`config.mk`:
```
export PLATFORM = sky130hd
export DESIGN_NAME = fifo_param_flat
export DESIGN_NICKNAME = d
export VERILOG_FILES = /design/src/rtl/fifo_param_pkg.sv /design/src/rtl/fifo_param_if.sv /design/src/rtl/fifo_param_mem.sv /design/src/rtl/fifo_param.sv /design/src/flat_wrapper.sv
export SDC_FILE = /design/constraint.sdc
export NUM_CORES = 1
export LEC_CHECK = 0
export BUFFER_PORTS_ARGS = -buffer_cell sky130_fd_sc_hd__buf_2
export CELL_PAD_IN_SITES_DETAIL_PLACEMENT = 1
export CELL_PAD_IN_SITES_GLOBAL_PLACEMENT = 2
export CORE_ASPECT_RATIO = 1.4
export CORE_MARGIN = 2
export CORE_UTILIZATION = 45
export DETAILED_ROUTE_END_ITERATION = 8
export GPL_ROUTABILITY_DRIVEN = 1
export PLACE_DENSITY = 0.86
export SKIP_LAST_GASP = 1
export SLEW_MARGIN = 10
export SYNTH_ARGS = -nofsm -noshare
export SYNTH_HDL_FRONTEND = slang
export SYNTH_SLANG_ARGS = --single-unit
```
`constraint.sdc`:
```
create_clock -name clk -period 7.16 [get_ports clk]
set_clock_uncertainty 0.15 [all_clocks]
set_input_delay 0.716 -clock clk [delete_from_list [all_inputs] [get_ports clk]]
set_output_delay 0.716 -clock clk [all_outputs]
set_load 0.01 [all_outputs]
```
`src/rtl/fifo_param_pkg.sv`:
```
// Shared types and constants for the parameterised FIFO.
// Latency: n/a (declarations only).
// Backpressure: n/a.
//
// Contents: read-mode enum, default geometry, width helper for the occupancy count.
package fifo_param_pkg;

    typedef enum logic {
        FIFO_STD  = 1'b0,
        FIFO_FWFT = 1'b1
    } fifo_mode_e;

    localparam int FIFO_WIDTH_DEF = 16;
    localparam int FIFO_DEPTH_DEF = 8;

    // count must represent 0..DEPTH inclusive, hence one bit more than the pointer.
    function automatic int cnt_width(input int depth);
        return $clog2(depth) + 1;
    endfunction

endpackage

```
`src/rtl/fifo_param_if.sv`:
```
// Handshake/status bundle between a producer/consumer pair and the FIFO.
// Latency: n/a (wires only).
// Backpressure: producer watches full/wr_ack/overflow, consumer watches empty/underflow.
//
// master: drives flush, wr_en, data_in, rd_en; observes data and status.
// slave : the FIFO side, mirror image of master.
interface fifo_param_if
    import fifo_param_pkg::*;
#(
    parameter int WIDTH = FIFO_WIDTH_DEF,
    parameter int DEPTH = FIFO_DEPTH_DEF
);
    localparam int CW = cnt_width(DEPTH);

    logic             flush;
    logic             wr_en;
    logic [WIDTH-1:0] data_in;
    logic             rd_en;
    logic [WIDTH-1:0] data_out;
    logic             wr_ack;
    logic             overflow;
    logic             underflow;
    logic             full;
    logic             empty;
    logic             almost_full;
    logic             almost_empty;
    logic [CW-1:0]    count;

    modport master (
        output flush, wr_en, data_in, rd_en,
        input  data_out, wr_ack, overflow, underflow,
               full, empty, almost_full, almost_empty, count
    );

    modport slave (
        input  flush, wr_en, data_in, rd_en,
        output data_out, wr_ack, overflow, underflow,
               full, empty, almost_full, almost_empty, count
    );

endinterface

```
`src/rtl/fifo_param_mem.sv`:
```
// Dual-port storage array: synchronous write, asynchronous read address.
// Latency: write visible on the read port the cycle after the write edge.
// Backpressure: none; the caller qualifies wr_en.
//
// Ports: clk, wr_en/wr_addr/wr_data (write port), rd_addr -> rd_data (read port).
module fifo_mem_dp #(
    parameter int WIDTH = 16,
    parameter int DEPTH = 8,
    parameter int AW    = $clog2(DEPTH)
) (
    input  logic             clk,
    input  logic             wr_en,
    input  logic [AW-1:0]    wr_addr,
    input  logic [WIDTH-1:0] wr_data,
    input  logic [AW-1:0]    rd_addr,
    output logic [WIDTH-1:0] rd_data
);

    // Contents are deliberately not reset; pointers/count define validity.
    logic [WIDTH-1:0] mem [DEPTH];

    always_ff @(posedge clk) begin
        if (wr_en) begin
            mem[wr_addr] <= wr_data;
        end
    end

    assign rd_data = mem[rd_addr];

endmodule

```
`src/rtl/fifo_param.sv`:
```
// Single-clock FIFO, configurable width/depth, standard or first-word-fall-through read.
// Latency: STD data_out 1 cycle after accepted rd_en; FWFT head word visible 1 cycle after write.
// Backpressure: writes refused when full (overflow pulse), reads refused when empty (underflow pulse).
//
// Ports: clk, rst_n (async, active low), bus (fifo_param_if.slave: flush, wr_en, data_in, rd_en,
//        data_out, wr_ack, overflow, underflow, full, empty, almost_full, almost_empty, count).
module fifo_param
    import fifo_param_pkg::*;
#(
    parameter int         FIFO_WIDTH = FIFO_WIDTH_DEF,
    parameter int         FIFO_DEPTH = FIFO_DEPTH_DEF,
    parameter fifo_mode_e MODE       = FIFO_STD,
    parameter int         AF_LEVEL   = FIFO_DEPTH - 1,
    parameter int         AE_LEVEL   = 1
) (
    input  logic          clk,
    input  logic          rst_n,
    fifo_param_if.slave   bus
);

    localparam int AW = $clog2(FIFO_DEPTH);
    localparam int CW = cnt_width(FIFO_DEPTH);

    // Elaboration-time parameter sanity.
    if (FIFO_WIDTH < 1 || FIFO_DEPTH < 2 || (1 << AW) != FIFO_DEPTH) begin : g_bad_geom
        $error("fifo_param: FIFO_WIDTH must be >=1 and FIFO_DEPTH a power of two >=2");
    end
    if (AF_LEVEL < 1 || AF_LEVEL > FIFO_DEPTH || AE_LEVEL < 0 || AE_LEVEL >= FIFO_DEPTH) begin : g_bad_lvl
        $error("fifo_param: AF_LEVEL or AE_LEVEL out of range");
    end

    logic [AW-1:0]         wr_ptr;
    logic [AW-1:0]         rd_ptr;
    logic [CW-1:0]         count_q;
    logic [FIFO_WIDTH-1:0] rd_data;
    logic                  full;
    logic                  empty;
    logic                  wr_accept;
    logic                  rd_accept;
    logic                  wr_ack_q;
    logic                  overflow_q;
    logic                  underflow_q;

    assign full  = (count_q == CW'(FIFO_DEPTH));
    assign empty = (count_q == '0);

    // flush suppresses both ports for its cycle.
    assign wr_accept = bus.wr_en && !full  && !bus.flush;
    assign rd_accept = bus.rd_en && !empty && !bus.flush;

    fifo_mem_dp #(
        .WIDTH (FIFO_WIDTH),
        .DEPTH (FIFO_DEPTH),
        .AW    (AW)
    ) u_mem (
        .clk     (clk),
        .wr_en   (wr_accept),
        .wr_addr (wr_ptr),
        .wr_data (bus.data_in),
        .rd_addr (rd_ptr),
        .rd_data (rd_data)
    );

    always_ff @(posedge clk or negedge rst_n) begin
        if (!rst_n) begin
            wr_ptr      <= '0;
            rd_ptr      <= '0;
            count_q     <= '0;
            wr_ack_q    <= 1'b0;
            overflow_q  <= 1'b0;
            underflow_q <= 1'b0;
        end else if (bus.flush) begin
            wr_ptr      <= '0;
            rd_ptr      <= '0;
            count_q     <= '0;
            wr_ack_q    <= 1'b0;
            overflow_q  <= 1'b0;
            underflow_q <= 1'b0;
        end else begin
            if (wr_accept) wr_ptr <= wr_ptr + AW'(1);
            if (rd_accept) rd_ptr <= rd_ptr + AW'(1);
            if (wr_accept && !rd_accept) begin
                count_q <= count_q + CW'(1);
            end else if (rd_accept && !wr_accept) begin
                count_q <= count_q - CW'(1);
            end
            wr_ack_q    <= wr_accept;
            overflow_q  <= bus.wr_en && full;
            underflow_q <= bus.rd_en && empty;
        end
    end

    if (MODE == FIFO_FWFT) begin : g_fwft
        // Head word is presented directly; forced to zero when nothing is stored.
        assign bus.data_out = empty ? '0 : rd_data;
    end else begin : g_std
        logic [FIFO_WIDTH-1:0] data_q;
        // Loads only on an accepted pop; holds through rejected reads and flush.
        always_ff @(posedge clk or negedge rst_n) begin
            if (!rst_n) begin
                data_q <= '0;
            end else if (rd_accept) begin
                data_q <= rd_data;
            end
        end
        assign bus.data_out = data_q;
    end

    assign bus.wr_ack       = wr_ack_q;
    assign bus.overflow     = overflow_q;
    assign bus.underflow    = underflow_q;
    assign bus.full         = full;
    assign bus.empty        = empty;
    assign bus.almost_full  = (count_q >= CW'(AF_LEVEL));
    assign bus.almost_empty = (count_q <= CW'(AE_LEVEL));
    assign bus.count        = count_q;

endmodule

```
`src/flat_wrapper.sv`:
```
// flat-port wrapper written by rule: the top's interface ports become plain ports
module fifo_param_flat import fifo_param_pkg::*;
#(
    parameter int         FIFO_WIDTH = FIFO_WIDTH_DEF,
    parameter int         FIFO_DEPTH = FIFO_DEPTH_DEF,
    parameter fifo_mode_e MODE       = FIFO_STD,
    parameter int         AF_LEVEL   = FIFO_DEPTH - 1,
    parameter int         AE_LEVEL   = 1
)
  (clk, rst_n, bus_flush, bus_wr_en, bus_data_in, bus_rd_en, bus_data_out, bus_wr_ack, bus_overflow, bus_underflow, bus_full, bus_empty, bus_almost_full, bus_almost_empty, bus_count);
  fifo_param_if #(.WIDTH(16), .DEPTH(8)) bus_i ();
  input  logic clk;
  input  logic rst_n;
  input wire logic [$bits(bus_i.flush)-1:0] bus_flush;
  input wire logic [$bits(bus_i.wr_en)-1:0] bus_wr_en;
  input wire logic [$bits(bus_i.data_in)-1:0] bus_data_in;
  input wire logic [$bits(bus_i.rd_en)-1:0] bus_rd_en;
  output wire logic [$bits(bus_i.data_out)-1:0] bus_data_out;
  output wire logic [$bits(bus_i.wr_ack)-1:0] bus_wr_ack;
  output wire logic [$bits(bus_i.overflow)-1:0] bus_overflow;
  output wire logic [$bits(bus_i.underflow)-1:0] bus_underflow;
  output wire logic [$bits(bus_i.full)-1:0] bus_full;
  output wire logic [$bits(bus_i.empty)-1:0] bus_empty;
  output wire logic [$bits(bus_i.almost_full)-1:0] bus_almost_full;
  output wire logic [$bits(bus_i.almost_empty)-1:0] bus_almost_empty;
  output wire logic [$bits(bus_i.count)-1:0] bus_count;
  assign bus_i.flush = bus_flush;
  assign bus_i.wr_en = bus_wr_en;
  assign bus_i.data_in = bus_data_in;
  assign bus_i.rd_en = bus_rd_en;
  assign bus_data_out = bus_i.data_out;
  assign bus_wr_ack = bus_i.wr_ack;
  assign bus_overflow = bus_i.overflow;
  assign bus_underflow = bus_i.underflow;
  assign bus_full = bus_i.full;
  assign bus_empty = bus_i.empty;
  assign bus_almost_full = bus_i.almost_full;
  assign bus_almost_empty = bus_i.almost_empty;
  assign bus_count = bus_i.count;
  fifo_param #(.FIFO_WIDTH(FIFO_WIDTH), .FIFO_DEPTH(FIFO_DEPTH), .MODE(MODE), .AF_LEVEL(AF_LEVEL), .AE_LEVEL(AE_LEVEL)) u_core (.clk(clk), .rst_n(rst_n), .bus(bus_i));
endmodule
```
Word level (Yosys, flattened, before mapping)
Memory sizes are Yosys's and may differ from the RTL's. A register that Yosys moved wholly into a read port is not among the register bits.
Index checks and enable logic that the tools add are counted.
Widths: inputs -> output; s select.
{"block": "classes", "n_eq_ne": 1, "add_sub_neg": 4, "order_cmp": 2, "n_mux": 12, "reduce_logical": 18}
{"operator": "$mux 3", "count": 4}
{"operator": "$mux 4", "count": 3}
{"operator": "$logic_and 1x1->1", "count": 8}
{"operator": "$add 3x1->3 const B", "count": 2}
{"operator": "$logic_not 1->1", "count": 6}
{"operator": "$mux 1", "count": 5}
{"operator": "$add 4x1->4 const B", "count": 1}
{"operator": "$eq 4x4->1 const B", "count": 1}
{"operator": "$ge 4x3->1 const B", "count": 1}
{"operator": "$le 4x1->1 const B", "count": 1}
{"operator": "$logic_not 4->1", "count": 1}
{"operator": "$reduce_bool 2->1", "count": 2}
{"operator": "$sub 4x1->4 const B", "count": 1}
{"operator": "$reduce_bool 3->1", "count": 1}
{"block": "word_totals", "mem_bits_rw": 128, "n_memories": 1, "reg_bits": 13, "out_inout_bits": 27}
{"memory": "u_core.u_mem.mem", "words": 8, "width": 16, "rd": 1, "rd_clocked_by_memory_dff": 1, "wr": 1, "line_no": "fifo_param_mem.sv:20", "rtl": "logic [WIDTH-1:0] mem [DEPTH];"}

Depth between registers and ports, before layout
Gate-level depths: netlist of the first run.
{"block": "depth", "depth_word": 9, "mapped_depth": 8, "mapped_depth_nobuf": 7}

Hierarchy
From an unflattened synthesis of the first run, not the netlist that was laid out.
{"block": "unflattened", "cells_unflattened": 306, "hier_area_um2": 6341.1}
{"module": "fifo_mem_dp", "area_per_inst_um2": 4973.5, "seq_area_each_um2": 3843.7, "instances": 1, "cells_per_inst": 198}
{"module": "fifo_param", "area_per_inst_um2": 1367.6, "seq_area_each_um2": 725.7, "instances": 1, "cells_per_inst": 108}

Least setup slack after synthesis of the first run
Ideal clock, no wire load.
{"block": "synth_timing", "path_kind": "input to register", "start": "in bus_wr_en", "end": "mem u_core.u_mem.mem[0][0], enable pin", "path_buffers": 1, "path_slack_ns": 3.792, "stages": 4, "required_time_ns": 6.580, "t_arrival_ns": 2.788, "setup_ns": 0.430, "cell_sequence": "buf_2 -> nor2b_1 -> nand2_1 -> nor4_1"}
{"block": "synth_via", "elab_chain_cells": 4}
{"item": "from (decl)", "line_no": "flat_wrapper.sv:15", "rtl": "input wire logic [$bits(bus_i.wr_en)-1:0] bus_wr_en;"}
{"item": "$logic_and 1x1->1 (2 in series)", "line_no": "fifo_param.sv:48", "rtl": "assign wr_accept = bus.wr_en && !full && !bus.flush;"}
{"item": "$mux 1", "line_no": "fifo_param_mem.sv:23", "rtl": "if (wr_en) begin"}
{"item": "$mux 1 (not written as such)", "line_no": "fifo_param_mem.sv:24", "rtl": "mem[wr_addr] <= wr_data;"}
{"item": "to (decl)", "line_no": "fifo_param_mem.sv:20"}
No other way between the ends.

Final worst setup path of the first run
{"block": "layout_timing", "start": "reg u_core.count_q[1] (netlist: u_core.bus.count[1])", "end": "mem u_core.u_mem.mem[5][15], enable pin"}
{"block": "layout_via", "elab_chain_cells": 6}
{"item": "from (decl)", "line_no": "fifo_param.sv:34", "rtl": "logic [CW-1:0] count_q;"}
{"item": "from (signal assigned)", "line_no": "fifo_param.sv:83", "rtl": "count_q <= count_q + CW'(1);"}
{"item": "from (signal assigned)", "line_no": "fifo_param.sv:85", "rtl": "count_q <= count_q - CW'(1);"}
{"item": "$eq 4x4->1", "line_no": "fifo_param.sv:44", "rtl": "assign full = (count_q == CW'(FIFO_DEPTH));"}
{"item": "$logic_not 1->1", "line_no": "fifo_param.sv:48"}
{"item": "$logic_and 1x1->1 (2 in series)", "line_no": "fifo_param.sv:48"}
{"item": "$mux 1", "line_no": "fifo_param_mem.sv:23"}
{"item": "$mux 1 (not written as such)", "line_no": "fifo_param_mem.sv:24"}
No other way between the ends.

==> flow_summary.yaml, run 1 <==
clock_tree:
  path_clk_slew_ns: 0.06
  root_buffer: "clkbuf_16"
  post_cts_buffers: 0
  clk_latency_ns: 0.41
  clk_path_buf_depth: 2
  cts_tree: "built"
  cts_max_level: 4
  cts_resized: 0
  cts_buffers: 17
  postCtsHoldBufs: 0
  clkSinkCount: 157
critical_path:
  cp.required_ns: 7.12
  r2r_cells: 8
  cp_max_fo: 10
  cp-end-kind: "flop"
  r2r_slack_ns: 4.11
  worstPathArrival_ns: 3.02
  worstSetupPathType: "flop to flop"
  r2r_start: "u_core.bus.count[1]"
  r2r_end: "u_core.u_mem.mem[5][15]"
  startpoint_type: "flop"
finish:
  antenna_cells: 0
  fin_nets: 421
  area_growth_pct: 16.7
  fill_cells: 1252
  multi_input_area_um2: 1570
  utilization_pct: 54.0
  final_common_cell: "edfxtp_1"
  regArea_um2: 4570
  drive_gt1_share_pct: 31.6
  stdcell_count: 590
  final_cell_mix: "edfxtp_1 (128), buf_2 (47), mux4_2 (32), nor2_1 (29), dfrtp_1 (27)"
global_routing:
  grt_max_degree: 35
  antenna_found_initial: 0
  grt_first_pass_wirelength_um: 19800
  track_usage_pct: 18.6
  grt_pass1_vias: 3618
  grt_overflow: 0
die:
  die_height_um: 143
  start_util_pct: 46.3
  fp.dieW_um: 103
  coreArea_um2: 13500
  num_rows: 50
  die-area_um2: 14800
  io-pin-count: 48
power:
  irDropWorstVdd_v: 0.000167
  p_leak_nw: 2.49
  p_per_area_nw_per_um2: 356
logic_synthesis:
  netlist_area_um2: 6220
  ys_seq_area_share_pct: 73.4
  syn_inst: 338
  synth_edf_count: 128
  synth-main-ff-cell: "edfxtp_1"
  synth.yosys.warnings: 0
  ys_types: 38
  avgSynthCellArea_um2: 18.4
  synthesis.nets: 364
  ys_seq_elements: 157
  synth_async_sr_flop_share_pct: 18.5
outcome:
  status: "complete, no violations"
timing:
  rsz0062_at_grt: "no"
  slew_headroom_pct: 24.8
  finalSetupViolCount: 0
  clock.fmax_mhz: 327
  worst_pin_slew_ns: 1.13
  fin_crit_sh_pct: 42.7
  drv_slew: 0
  hold_viol_final: 0
  tns_ns: 0
  post-route-min-period_ns: 3.05
route:
  drc: 0
  ant_nets: 0
  viasPerCell: 5.45
  routedWlPerCell_um: 21.4
  vias: 3215
  dr.pass1.iters: 4
  wl_um: 12600
  drt_iter0_drc: 163
placement:
  dp_cells: 558
  globalplace.congestion: 0.793
  hpwl_um: 7680
  place.port_buffers: 47
job:
  max_cap_violations: 0
worst_hold_path:
  hold_path.class: "input port to asynchronous set/reset pin"
## area by class of cell
| cell class | count | share of cell area [%] |
|---|---|---|
| tap | 182 | 3.13 |
| clock buffer | 20 | 6.01 |
| inverter | 5 | 0.258 |
| clock inverter | 12 | 1.89 |
| sequential | 157 | 62.9 |
| multi-input combinational | 158 | 21.6 |
| timing repair buffer | 56 | 4.17 |
## synth_stat cells, types with 2 or more instances
cell | instances | area (µm²)
nor2_1 | 30 | 113
ha_1 | 5 | 62.6
nand2_1 | 8 | 30.0
o21ai_0 | 3 | 15.0
mux2_1 | 2 | 22.5
nand3_1 | 3 | 15.0
a211oi_1 | 2 | 15.0
mux4_2 | 32 | 721
o211ai_1 | 2 | 15.0
mux2i_1 | 19 | 190
xor2_1 | 4 | 35.0
edfxtp_1 | 128 | 3840
a21oi_1 | 18 | 90.1
clkbuf_1 | 2 | 7.51
buf_4 | 3 | 22.5
buf_2 | 11 | 55.1
nor3_1 | 7 | 35.0
dfrtp_1 | 29 | 726
inv_1 | 4 | 15.0
nor2b_1 | 5 | 31.3
nand2b_1 | 4 | 25.0
## worst max path at each step
| stage | startpoint | end | slack [ns] | depth (start not counted) |
|---|---|---|---|---|
| after floorplan | bus_wr_en | u_core.u_mem.mem[0][0] | 3.79 | 4 |
| after global placement | bus_wr_en | u_core.u_mem.mem[5][0] | 4.28 | 7 |
| after detailed placement | bus_wr_en | u_core.u_mem.mem[5][0] | 4.08 | 7 |
| after CTS | u_core.bus.count[1] | u_core.u_mem.mem[5][13] | 4.10 | 8 |
| after global routing | u_core.bus.count[1] | u_core.u_mem.mem[5][9] | 3.89 | 8 |
| final | u_core.bus.count[1] | u_core.u_mem.mem[5][15] | 4.11 | 8 |
## flip-flops by register name, indices dropped and copies added, names as in the netlist
name,count
u_core.u_mem.mem,128
u_core.bus.data_out,16
u_core.bus.wr_ack,1
u_core.rd_ptr,3
u_core.wr_ptr,3
u_core.bus.count,4
u_core.bus.underflow,1
u_core.bus.overflow,1
## critical path, stage by stage, from the launching register on
cell	delay, ns
dfrtp_1	0.49
inv_1	0.11
ha_1	0.26
nand3b_1	0.26
nand2_1	0.28
inv_1	0.14
nand2_1	0.13
nor2_1	0.60
buf_4	0.32
## logic make-up after synthesis
kind of cell / share of synthesized area [%]
AO/OA/AOI/OAI: 2.92
XOR/XNOR: 0.563
adder cells (fa/ha/maj): 1.01
buffers and inverters: 1.91
flip-flops: 73.4
multiplexers: 15.2
AND/OR/NAND/NOR: 5.01
## power by group
part           internal, mW  switching, mW
clock                 0.516          0.353
sequential             1.07         0.0775
combinational         0.276          0.291
total                  1.87          0.722
## metrics by stage
| stage | total power [mW] | setup slack (ns) | hold WS [ns] | cell area [µm²] |
|---|---|---|---|---|
| global placement | 1.72 | 4.28 | 0.356 | 6690 |
| floorplan | 1.57 | 3.79 | 0.270 | 6220 |
| finish | 2.59 | 4.11 | 0.222 | 7270 |
| detailed placement | 1.75 | 4.08 | 0.363 | 6690 |
| global route | 2.71 | 3.89 | 0.268 | 7270 |
| CTS | 2.62 | 4.10 | 0.253 | 7270 |
## per-layer routing
metal / global-route usage (%) / up-vias / wire length (µm) / part of all wire [%]
li1: - / 1433 / - / -
met1: 23.2 / 1676 / 5290 / 42
met2: 30.8 / 83 / 6580 / 52
met3: 4.45 / 23 / 429 / 3.4
met4: 8.24 / 0 / 300 / 2.4
met5: 0 / - / 0 / 0
Note: power is estimated with default switching activity, not from simulation.
==> inputs of run 2 (changes only) <==
--- a/config.mk
+++ b/config.mk
@@ -10,10 +10,10 @@
 export CELL_PAD_IN_SITES_GLOBAL_PLACEMENT = 2
 export CORE_ASPECT_RATIO = 1.4
 export CORE_MARGIN = 2
-export CORE_UTILIZATION = 45
+export CORE_UTILIZATION = 41
 export DETAILED_ROUTE_END_ITERATION = 8
 export GPL_ROUTABILITY_DRIVEN = 1
-export PLACE_DENSITY = 0.86
+export PLACE_DENSITY = 0.83
 export SKIP_LAST_GASP = 1
 export SLEW_MARGIN = 10
 export SYNTH_ARGS = -nofsm -noshare
==> constraint.sdc (replaced) <==
create_clock -name clk -period 2.8 [get_ports clk]
set_clock_uncertainty 0.15 [all_clocks]
set_input_delay 0.28 -clock clk [delete_from_list [all_inputs] [get_ports clk]]
set_output_delay 0.28 -clock clk [all_outputs]
set_load 0.01 [all_outputs]
==> run 2 against run 1 <==
Net effect:
- power grew to 2.6 times the previous value
- critical endpoint is now u_core.u_mem.mem[5][13]
- critical path depth stayed put
- via count is 3.3% higher
- largest cell class unchanged
==> flow_summary.yaml, run 2 (synthesis results as in run 1) <==
clock_tree:
  cts_buffers: 17
  clk_latency_ns: 0.41
  clk_path_buf_depth: 2
  cts_max_level: 4
  cts_tree: "built"
  root_buffer: "clkbuf_16"
  path_clk_slew_ns: 0.06
  clkSinkCount: 157
critical_path:
  startpoint_type: "flop"
  cp.required_ns: 2.76
  cp_max_fo: 11
  worstPathArrival_ns: 2.56
  r2r_start: "u_core.bus.count[1]"
  r2r_slack_ns: 0.19
  cp-end-kind: "flop"
  r2r_cells: 8
  worstSetupPathType: "flop to flop"
  r2r_end: "u_core.u_mem.mem[5][13]"
global_routing:
  grt_pass1_vias: 3675
  grt_max_degree: 35
  antenna_found_initial: 0
  grt_overflow: 0
  grt_first_pass_wirelength_um: 21600
  track_usage_pct: 18.4
power:
  power.total_mw: 6.72
  combPwrFrac_pct: 23.1
  p_leak_nw: 2.60
  sw_frac_of_total_pct: 28.2
  p_clk_share_pct: 33.1
  p_per_area_nw_per_um2: 899
  p_int_mw: 4.82
  irDropWorstVdd_v: 0.000521
  switching_power_mw: 1.90
  pwr-share-seq_pct: 43.8
finish:
  largest_register: "u_core.u_mem.mem"
  drive_gt1_share_pct: 31.7
  fill_cells: 1427
  final_common_cell: "edfxtp_1"
  fin_nets: 439
  area_growth_pct: 20.1
  final_cell_mix: "edfxtp_1 (128), buf_2 (47), mux4_2 (32), nor2_1 (29), dfrtp_1 (28)"
  stdcell_count: 618
  antenna_cells: 0
  largest_reg_flops: 128
  utilization_pct: 50.1
placement:
  place.port_buffers: 47
  hpwl_um: 8280
  dp_cells: 574
  globalplace.congestion: 0.813
die:
  start_util_pct: 41.7
  io-pin-count: 48
  die_height_um: 150
  fp.dieW_um: 108
  die-area_um2: 16200
  num_rows: 53
  coreArea_um2: 14900
route:
  viasPerCell: 5.37
  wl_um: 13600
  drc: 0
  dr.max_layer_used: "met4"
  dr.pass1.iters: 4
  vias: 3320
  wl_met1_um: 5660
  wl_met3_um: 414
  ant_nets: 0
  wl_met2_um: 7270
  drt_iter0_drc: 214
  routedWlPerCell_um: 22.0
timing:
  finalHoldWorstSlack_ns: 0.00138
  worst_pin_slew_ns: 0.780
  tns_ns: 0
  drv_slew: 0
  finalSetupViolCount: 0
  post-route-min-period_ns: 2.61
  fin_crit_sh_pct: 93.1
  slew_headroom_pct: 48.0
  rsz0062_at_grt: "no"
  clock.fmax_mhz: 384
  hold_viol_final: 0
outcome:
  status: "complete, no violations"
worst_hold_path:
  hold_path.class: "input port to flop"
  min_from: "bus_data_in[14]"
  hold-path-cell-count: 1
  holdPathEnd: "u_core.u_mem.mem[4][14]"
job:
  max_cap_violations: 0
## run 2: per-stage QoR
stage / setup WS [ns] / cell area, µm²
after CTS: 0.115 / 7470
after global routing: 0.0383 / 7470
after floorplan: -0.137 / 6230
final: 0.194 / 7470
after global placement: 0.393 / 6780
after detailed placement: 0.172 / 6780
## run 2: what timing repair did
item                       4_1_cts  5_1_grt
hold buffers                    12        0
resized for setup                0        2
setup endpoints to repair        0       59
hold endpoints to repair       110        0
setup buffers                    0        0
## run 2: critical path, stage by stage (launching register included)
cell,delay (ns)
dfrtp_1,0.51
inv_1,0.11
ha_1,0.27
nand3b_1,0.29
nand2_2,0.19
inv_1,0.13
nand2_1,0.13
nor2_1,0.24
buf_4,0.27
## run 2: how the worst max path moves through the flow
stage | startpoint | to | slack (ns) | cells past startpoint
CTS | u_core.bus.count[1] | u_core.u_mem.mem[1][5] | 0.12 | 8
global route | u_core.bus.count[1] | u_core.u_mem.mem[7][13] | 0.04 | 8
global placement | u_core.bus.count[1] | u_core.u_mem.mem[7][14] | 0.39 | 8
floorplan | u_core.bus.count[1] | u_core.u_mem.mem[4][0] | -0.14 | 5
finish | u_core.bus.count[1] | u_core.u_mem.mem[5][13] | 0.19 | 8
detailed placement | u_core.bus.count[1] | u_core.u_mem.mem[1][9] | 0.17 | 8
## run 2: area by class of cell
| type | count | area (µm²) | share of cell area (%) |
|---|---|---|---|
| multi-input combinational | 158 | 1580 | 21.1 |
| inverter | 5 | 18.8 | 0.251 |
| timing repair buffer | 74 | 497 | 6.65 |
| clock buffer | 17 | 425 | 5.69 |
| clock inverter | 15 | 146 | 1.96 |
| tap | 192 | 240 | 3.21 |
| sequential | 157 | 4570 | 61.2 |
## run 2: power by group through the flow
stage	logic, mW	clock network, mW	registers, mW
after floorplan	1.05	0	2.96
after global routing	1.71	2.35	2.97
after detailed placement	1.56	0	2.99
after global placement	1.51	0	2.97
after CTS	1.59	2.27	2.94
final	1.55	2.22	2.94
## run 2: routing by layer
metal,up-vias,GRT usage (%)
met5,-,0
met4,0,6.35
met3,23,3.88
met2,79,32.1
met1,1747,22.8
li1,1471,-
==> inputs of run 3 (changes only) <==
--- a/config.mk
+++ b/config.mk
@@ -7,13 +7,13 @@
 export LEC_CHECK = 0
 export BUFFER_PORTS_ARGS = -buffer_cell sky130_fd_sc_hd__buf_2
 export CELL_PAD_IN_SITES_DETAIL_PLACEMENT = 1
-export CELL_PAD_IN_SITES_GLOBAL_PLACEMENT = 2
+export CELL_PAD_IN_SITES_GLOBAL_PLACEMENT = 1
 export CORE_ASPECT_RATIO = 1.4
 export CORE_MARGIN = 2
-export CORE_UTILIZATION = 41
+export CORE_UTILIZATION = 45
 export DETAILED_ROUTE_END_ITERATION = 8
 export GPL_ROUTABILITY_DRIVEN = 1
-export PLACE_DENSITY = 0.83
+export PLACE_DENSITY = 0.81
 export SKIP_LAST_GASP = 1
 export SLEW_MARGIN = 10
 export SYNTH_ARGS = -nofsm -noshare
==> run 3 against run 2 <==
Net effect:
- setup slack better by 0.085 ns
- cell area fell by 1.1%
- sequential share of layout area grew 0.67 points
- sequential power hardly changed
- utilization up 4.9 points
- global-route usage up 2.5 points
- critical path type unchanged
- highest routed layer unchanged
==> flow_summary.yaml, run 3 (synthesis results as in run 1) <==
clock_tree:
  clk_latency_ns: 0.42
  cts_tree: "built"
  root_buffer: "clkbuf_16"
  cts_max_level: 4
  post_cts_buffers: 0
  cts_buffers: 17
  clkSinkCount: 157
  clk_path_buf_depth: 2
  path_clk_slew_ns: 0.06
critical_path:
  crit_family: "simple AND/OR/NAND/NOR gates"
  cp.required_ns: 2.74
  slowest_stage: "dfrtp_1"
  startpoint_type: "flop"
  r2r_cells: 8
  path_buf_inv: 3
  cp_max_fo: 16
  cp-end-kind: "flop"
  worstPathArrival_ns: 2.46
  crit_chain: "inv_1 > ha_1 > nand3b_1 > nand2_2 > inv_1 > nand2_1 > nor2_1 > buf_4"
  worstSetupPathType: "flop to flop"
  cp.depth: 8
  critPathMaxStageDelay_ns: 0.49
  crit_top_cell: "inv_1"
route:
  drc: 0
  dr.pass1.iters: 4
  viasPerCell: 5.54
  routedWlPerCell_um: 23.2
  drt_iter0_drc: 186
  ant_nets: 0
  vias: 3344
  wl_um: 14000
die:
  num_rows: 50
  fp.dieW_um: 103
  die-area_um2: 14800
  die_height_um: 143
  coreArea_um2: 13500
  start_util_pct: 46.3
  io-pin-count: 48
power:
  p_per_area_nw_per_um2: 895
  combPwrFrac_pct: 23.1
  sw_frac_of_total_pct: 28.9
  switching_power_mw: 1.91
  p_int_mw: 4.71
  p_clk_share_pct: 32.6
  irDropWorstVdd_v: 0.000463
  p_leak_nw: 2.56
  power.total_mw: 6.62
  pwr-share-seq_pct: 44.4
worst_hold_path:
  hold_path.class: "input port to flop"
  hold-path-cell-count: 1
timing:
  finalSetupViolCount: 0
  post-route-min-period_ns: 2.52
  worst_pin_slew_ns: 0.782
  tns_ns: 0
  drv_slew: 0
  hold_viol_final: 0
  clock.fmax_mhz: 397
  slew_headroom_pct: 47.9
  fin_crit_sh_pct: 90.0
  setup_slack_ns: 0.279
  finalHoldWorstSlack_ns: 0.00813
  rsz0062_at_grt: "no"
finish:
  largest_register: "u_core.u_mem.mem"
  drive_gt1_share_pct: 32.0
  area_growth_pct: 18.8
  fin_area_um2: 7390
  antenna_cells: 0
  utilization_pct: 55.0
  final_cell_mix: "edfxtp_1 (128), buf_2 (47), mux4_2 (32), nor2_1 (29), dfrtp_1 (28)"
  fin_nets: 436
  final_common_cell: "edfxtp_1"
  largest_reg_flops: 128
  stdcell_count: 604
placement:
  placed_area_um2: 6740
  place.port_buffers: 47
  dp_cells: 563
  hpwl_um: 8370
  post-place-ws_ns: 0.271
  globalplace.congestion: 0.774
global_routing:
  global_route.usage.met1_pct: 26.5
  grt_overflow: 0
  grt_first_pass_wirelength_um: 21700
  antenna_found_initial: 0
  grt_pass1_vias: 3657
  met2_usage_pct: 35.3
  busiest_layer: "met2"
  grt_util_met3_pct: 5.14
  track_usage_pct: 20.9
  grt_max_degree: 35
outcome:
  status: "complete, no violations"
job:
  max_cap_violations: 0
[run 3: cell types whose count changed in the layout (fill, tap and decap cells not counted), moves of 2 or more]
cell,previous run,this run
clkinv_1,4,1
dlygate4sd3_1,12,10
clkinv_4,5,2
clkinvlp_4,0,4
[run 3: timing repair]
| item | CTS | global route |
|---|---|---|
| hold endpoints to repair | 86 | 0 |
| hold buffers | 10 | 0 |
| endpoints found under the setup margin | 0 | 24 |
| gates resized for setup | 0 | 1 |
[run 3: final cells by class]
cell class                      instances  area (µm²)
Sequential cell                       157        4570
Inverter                                5        18.8
Clock buffer                           18         429
Tap cell                              182         228
Timing Repair Buffer                   71         453
Fill cell                            1228        6060
Multi-Input combinational cell        158        1580
Clock inverter                         13         118
[run 3: power by group through the flow]
stage | Clock (mW) | Combinational, mW | Sequential, mW
2_1_floorplan | 0 | 1.05 | 2.96
3_3_place_gp | 0 | 1.46 | 2.96
3_5_place_dp | 0 | 1.53 | 2.98
4_1_cts | 2.20 | 1.56 | 2.94
5_1_grt | 2.30 | 1.68 | 2.97
6_report | 2.16 | 1.53 | 2.94
[run 3: worst register-to-register path, stage by stage, from the launching register on]
cell and delay (ns):
dfrtp_1 0.49, inv_1 0.11, ha_1 0.27, nand3b_1 0.28, nand2_2 0.20, inv_1 0.12
nand2_1 0.12, nor2_1 0.15, buf_4 0.31
[run 3: final timing paths]
path	start	end	slack (ns)
min in group asynchronous	rst_n	u_core.bus.underflow	0.33
max in group asynchronous	rst_n	u_core.rd_ptr[0]	1.64
worst min-delay path	bus_data_in[8]	u_core.u_mem.mem[1][8]	0.008
worst max register to register	u_core.bus.count[1]	u_core.u_mem.mem[7][10]	0.28
worst max-delay path	u_core.bus.count[1]	u_core.u_mem.mem[7][10]	0.28
worst min register to register	u_core.bus.data_out[14]	u_core.bus.data_out[14]	0.38
[run 3: metal layers]
layer  vias to the layer above  share of wire (%)
met1                      1779                 40
met2                        96                 54
li1                       1459                  -
met5                         -                  0
met4                         0                1.1
met3                        10                4.7
